[src/rtl/event_counter_timeout.sv]
// ============================================================================
// event_counter_timeout: armed event counter with programmable target and
// idle-gap watchdog; one-shot or auto-reload. Optional macro
// EVENT_COUNTER_TIMEOUT_EDGE_EN selects rising-edge event qualification.
// Revision: 1.0
// ============================================================================
`default_nettype none

module event_counter_timeout #(
  parameter int CNT_W       = 8,
  parameter int TMO_W       = 16,
  parameter bit AUTO_RELOAD = 1'b0
) (
  input  logic             clk,
  input  logic             rst,
  input  logic             start,
  input  logic             clear,
  input  logic             pulse,
  input  logic [CNT_W-1:0] target,
  input  logic [TMO_W-1:0] timeout_cycles,
  output logic [CNT_W-1:0] counter,
  output logic             done,
  output logic             timeout,
  output logic             busy
);

  typedef enum logic [1:0] {
    S_IDLE  = 2'd0,
    S_COUNT = 2'd1,
    S_DONE  = 2'd2,
    S_TMO   = 2'd3
  } state_t;

  state_t           state, state_nx;
  logic [CNT_W-1:0] cnt_nx, target_q, target_nx, cnt_inc;
  logic [TMO_W-1:0] timer, timer_nx, tmo_q, tmo_nx, timer_inc;
  logic             event_hit;

`ifdef EVENT_COUNTER_TIMEOUT_EDGE_EN
  logic pulse_d;

  // Tracks pulse in every state so a level held across DONE never re-qualifies.
  always_ff @(posedge clk or posedge rst) begin
    if (rst)        pulse_d <= 1'b0;
    else if (clear) pulse_d <= 1'b0;
    else            pulse_d <= pulse;
  end

  assign event_hit = pulse & ~pulse_d;
`else
  assign event_hit = pulse;
`endif

  assign cnt_inc   = counter + 1'b1;
  assign timer_inc = timer + 1'b1;

  always_comb begin
    state_nx  = state;
    cnt_nx    = counter;
    timer_nx  = timer;
    target_nx = target_q;
    tmo_nx    = tmo_q;
    if (clear) begin
      state_nx = S_IDLE;
      cnt_nx   = '0;
      timer_nx = '0;
    end else begin
      case (state)
        S_IDLE: begin
          if (start) begin
            target_nx = target;
            tmo_nx    = timeout_cycles;
            cnt_nx    = '0;
            timer_nx  = '0;
            state_nx  = (target == '0) ? S_DONE : S_COUNT;
          end
        end
        S_COUNT: begin
          // An event wins over a coincident watchdog expiry.
          if (event_hit) begin
            cnt_nx   = cnt_inc;
            timer_nx = '0;
            if (cnt_inc == target_q) state_nx = S_DONE;
          end else begin
            timer_nx = timer_inc;
            if (tmo_q != '0 && timer_inc == tmo_q) state_nx = S_TMO;
          end
        end
        S_DONE: begin
          if (AUTO_RELOAD) begin
            cnt_nx   = '0;
            timer_nx = '0;
            state_nx = S_COUNT;
          end else begin
            state_nx = S_IDLE;
          end
        end
        S_TMO:   state_nx = S_IDLE;
        default: state_nx = S_IDLE;
      endcase
    end
  end

  always_ff @(posedge clk or posedge rst) begin
    if (rst) begin
      state    <= S_IDLE;
      counter  <= '0;
      timer    <= '0;
      target_q <= '0;
      tmo_q    <= '0;
      done     <= 1'b0;
      timeout  <= 1'b0;
      busy     <= 1'b0;
    end else begin
      state    <= state_nx;
      counter  <= cnt_nx;
      timer    <= timer_nx;
      target_q <= target_nx;
      tmo_q    <= tmo_nx;
      done     <= (state_nx == S_DONE);
      timeout  <= (state_nx == S_TMO);
      busy     <= (state_nx != S_IDLE);
    end
  end

endmodule

`default_nettype wire

[config.mk]
export PLATFORM = sky130hd
export DESIGN_NAME = event_counter_timeout
export DESIGN_NICKNAME = d
export VERILOG_FILES = /design/src/rtl/event_counter_timeout.sv
export SDC_FILE = /design/constraint.sdc
export NUM_CORES = 1
export LEC_CHECK = 0
export BUFFER_PORTS_ARGS = -buffer_cell sky130_fd_sc_hd__buf_2
export CAP_MARGIN = 30
export CORE_MARGIN = 8
export CORE_UTILIZATION = 55
export DETAILED_ROUTE_END_ITERATION = 10
export GPL_TIMING_DRIVEN = 0
export PLACE_DENSITY_LB_ADDON = 0.08
export SLEW_MARGIN = 10
export SYNTH_ARGS = -nofsm -noshare
export SYNTH_HDL_FRONTEND = slang
export SYNTH_SLANG_ARGS = --single-unit
[constraint.sdc]
create_clock -name clk -period 4.1 [get_ports clk]
set_clock_uncertainty 0.15 [all_clocks]
set_input_delay 0.41 -clock clk [delete_from_list [all_inputs] [get_ports clk]]
set_output_delay 0.41 -clock clk [all_outputs]
set_load 0.05 [all_outputs]
==> impl_summary.log <==
[metrics] DIE AREA: 8540 um^2
[metrics] met3 Use GR: 4.37%
[metrics] transition at the pin with the smallest max-transition slack: 0.942 ns
[metrics] Setup violations, final: 0
[metrics] overall routed net length: ~8000 um
[metrics] routed via count divided by cell count: 6.02
[metrics] simple-gate portion of the synthesized area: 22.7%
[metrics] number of synthesized flops with an enable pin: 0
[metrics] Max-Slew Margin vs Limit: 37.1%
[metrics] Synth Flop Type: sky130_fd_sc_hd__dfrtp_1
[metrics] number of I/O pins: 40
[metrics] final critical-path setup slack: 1.68 ns
[metrics] startpoint class of the critical path: flip-flop
[metrics] Synthesis Warnings: 0
[metrics] Adder-Cell Fraction of Synth Area: 0.779%
[metrics] capturing element type of the critical path: flip-flop
[metrics] Period minus WS final: between 2 and 2.5 ns
[metrics] number of port buffers: 39
[metrics] number of antenna diodes: 0
[metrics] number of global-route vias before repair: 2,641
[metrics] Setup Total Neg Slack: 0 ns
[metrics] detailed-route wire length per cell: ~17 um
[metrics] GR Layer Usage met2: 28.7%
[metrics] area taken by multi-input logic gates: 1800 um^2
[metrics] status: completed
[metrics] Core Area: 5780 um^2
[metrics] clock transition at the register clock pins on the worst setup and hold paths after CTS: 0.09 ns
[metrics] post-synthesis share of cell area spent on xor and xnor gates: 8.96%
[metrics] worst-path maximum fanout: 7
[metrics] most common cell after layout, fill and taps aside: sky130_fd_sc_hd__dfrtp_1
[metrics] total number of vias: 2,756
[metrics] cell leakage power: 0.00161 uW
[metrics] total power per unit cell area: 352 nW/um^2
[metrics] layer with the highest usage after global routing: met2
[metrics] initial drt markers: 164
[metrics] number of inserted filler cells in the final layout: 508
[metrics] maxcap violations: 0
[metrics] Synth Instances: 334
[metrics] worst min-delay path category: input port to flip-flop
[metrics] nets in the synthesized netlist: 365
[metrics] clock sinks: 53
[metrics] share of flip-flops with an asynchronous set or reset: between 90% and 100%
[metrics] Die Ht: slightly above 90 um
[metrics] DP HPWL: a little under 6000 um
[metrics] number of antenna violations at the first check in global routing: 0
[metrics] clock root buffer: sky130_fd_sc_hd__clkbuf_8
[metrics] antenna violation net count after detailed routing: 0
[metrics] effective utilization at floorplan: 55.6%
[metrics] met1 routing resource usage after global routing: 25.2%
[metrics] dominant combinational cell family by area after synthesis: simple AND/OR/NAND/NOR gates
[metrics] count of distinct cell types in the synthesized netlist: 57
[metrics] Clock Latency Late Sink: 0.31 ns
[metrics] sequential cell area fraction in the yosys report: approximately 41%
[metrics] arrival time worst endpoint: 2.51 ns
[metrics] TritonCTS Buffers: 5
[metrics] highest-count cells in the layout ignoring fill and taps: 53 x sky130_fd_sc_hd__dfrtp_1, 45 x sky130_fd_sc_hd__buf_2, 39 x sky130_fd_sc_hd__o21ai_0, 29 x sky130_fd_sc_hd__nand2_1, 23 x sky130_fd_sc_hd__mux2_2
[metrics] share of layout cells above drive strength 1: 24.0%
[metrics] fin nets: approximately 410
[metrics] multiplexer share of the synthesized area: slightly above 8%
[metrics] maximum frequency from static timing analysis: 414 MHz
[metrics] final core area utilization: between 60 and 70%
[metrics] die outline width: 92.4 um
[metrics] share of the cycle needed by the critical path after routing: 58.9%
[metrics] first-pass GRT wire length: 13,000 um
[metrics] final estimated routing congestion in global placement: 0.870
[metrics] Remaining DRCs: 0
[metrics] unrepaired setup endpoints after global routing: false
[metrics] H-tree levels: 2
[metrics] clock tree from TritonCTS: yes
[metrics] post-synth design cell area: 3210 um^2
[metrics] iteration count of the initial detailed-routing pass: 7
[metrics] type of the worst setup path: flip-flop to flip-flop
[metrics] maximum vdd drop: 0.245 mV
[metrics] signed area change from the synthesized netlist to the final layout: 13.4%
[metrics] sequential standard cell area: 1330 um^2
[metrics] pin count of the biggest net entering global routing: 39
[metrics] site row count: 28
[metrics] Global Route Usage Sum: 18.7%
[metrics] total count of hold-check failures in the final report: 0
[metrics] total grt overflow: 0
[metrics] Avg Inst Size Synth: slightly below 10 um^2
[metrics] complex-gate fraction of the synthesized area: between 10% and 20%
[metrics] Seq cells post-synth: 53
[metrics] number of slew-limit violations in the final report: 0
[metrics] buffer levels on the longest clock path: 2
[metrics] Place WS: 1.71 ns
[metrics] required time of the critical path: 4.20 ns
## kinds of logic (layout without fill, tap and decap cells)
family                     count (synthesis)  after routing
xor gates and xnor gates                  32             32
buffers and inverters                     18             67
and+or+nand+nor                          125            125
DFF                                       53             53
muxes                                     23             23
adders and majority gates                  2              2
AOI/OAI and AO/OA                         81             81
## worst paths after layout
check	startpoint	end	slack (ns)	cells after the start
min in group asynchronous	rst	timer[3]	0.48	3
hold reg to reg	state[1]	busy	0.37	1
max in group asynchronous	rst	tmo_q[8]	2.78	4
hold / removal	timeout_cycles[12]	tmo_q[12]	0.17	3
setup reg to reg	timer[0]	state[1]	1.68	7
setup / recovery	timer[0]	state[1]	1.68	7
## power by group
| part | internal, uW | switching [uW] |
|---|---|---|
| registers | 579 | 70.2 |
| logic | 133 | 137 |
| clock network | 183 | 179 |
## flip-flops by register name, indices dropped and copies added (netlist names)
signal / count
busy: 1
counter: 8
done: 1
state: 2
target_q: 8
timeout: 1
timer: 16
tmo_q: 16
## cell type report
class	instances	share of cell area [%]
plain buffers	14	1.89
clock buffers	5	1.89
clock inverters	3	1.20
inverters	4	0.412
multi-input cells	263	49.5
flip-flops and latches	53	36.4
well taps	75	2.57
repair buffers	41	6.18
## critical path, stage by stage (launching register included)
cell,delay [ns]
sky130_fd_sc_hd__dfrtp_1,0.47
sky130_fd_sc_hd__ha_1,0.34
sky130_fd_sc_hd__nand4_4,0.15
sky130_fd_sc_hd__nor2_1,0.12
sky130_fd_sc_hd__or4_1,0.59
sky130_fd_sc_hd__a221oi_1,0.31
sky130_fd_sc_hd__nand4_1,0.14
sky130_fd_sc_hd__nand2b_1,0.10
## stage by stage
| step | instance area, um^2 | hold WS, ns | total power [uW] | instances |
|---|---|---|---|---|
| after floorplan | 3210 | 0.320 | 839 | 334 |
| after global placement | 3500 | 0.346 | 915 | 448 |
| after detailed placement | 3520 | 0.263 | 927 | 449 |
| after CTS | 3640 | 0.168 | 1290 | 458 |
| after global routing | 3640 | 0.171 | 1340 | 458 |
| final | 3640 | 0.172 | 1280 | 458 |
## synth_stat cells, drive strengths merged, types with 2 or more instances
cell type   n  area [um^2]
nand3      13         75.1
a21oi      11         55.1
ha          2         25.0
and3        7         43.8
nor2b       7         43.8
nor3        4         25.0
mux2       23          259
a21o        2         15.0
or3         3         18.8
buf         9         48.8
or4         4         30.0
nand2b      6         37.5
o2111ai     2         17.5
nor3b       2         15.0
o21ai      39          195
a31oi       2         12.5
nand2      29          109
o22ai       3         18.8
or2         2         12.5
clkbuf      5         20.0
nand4      11         98.8
inv         4         15.0
nor4b       2         23.8
a22o        2         17.5
a221oi      2         17.5
nor4        7         58.8
o31ai       8         60.1
xnor2      16          140
and4        2         17.5
xor2       16          148
dfrtp      53         1330
nor2       22         85.1
## per-layer routing
metal	vias to the layer above	share of wire (%)
met5	-	0
met4	0	2.2
met3	21	6.7
met2	112	45
met1	1302	46
li1	1321	-
## what timing repair did
| item | CTS | global route |
|---|---|---|
| hold buffers | 1 | 0 |
| buffers inserted | 0 | 0 |
| resized for setup | 0 | 0 |
| endpoints found under the hold margin | 15 | 0 |
| setup endpoints to repair | 0 | 0 |
No activity file was read; power rests on OpenSTA's default activity.
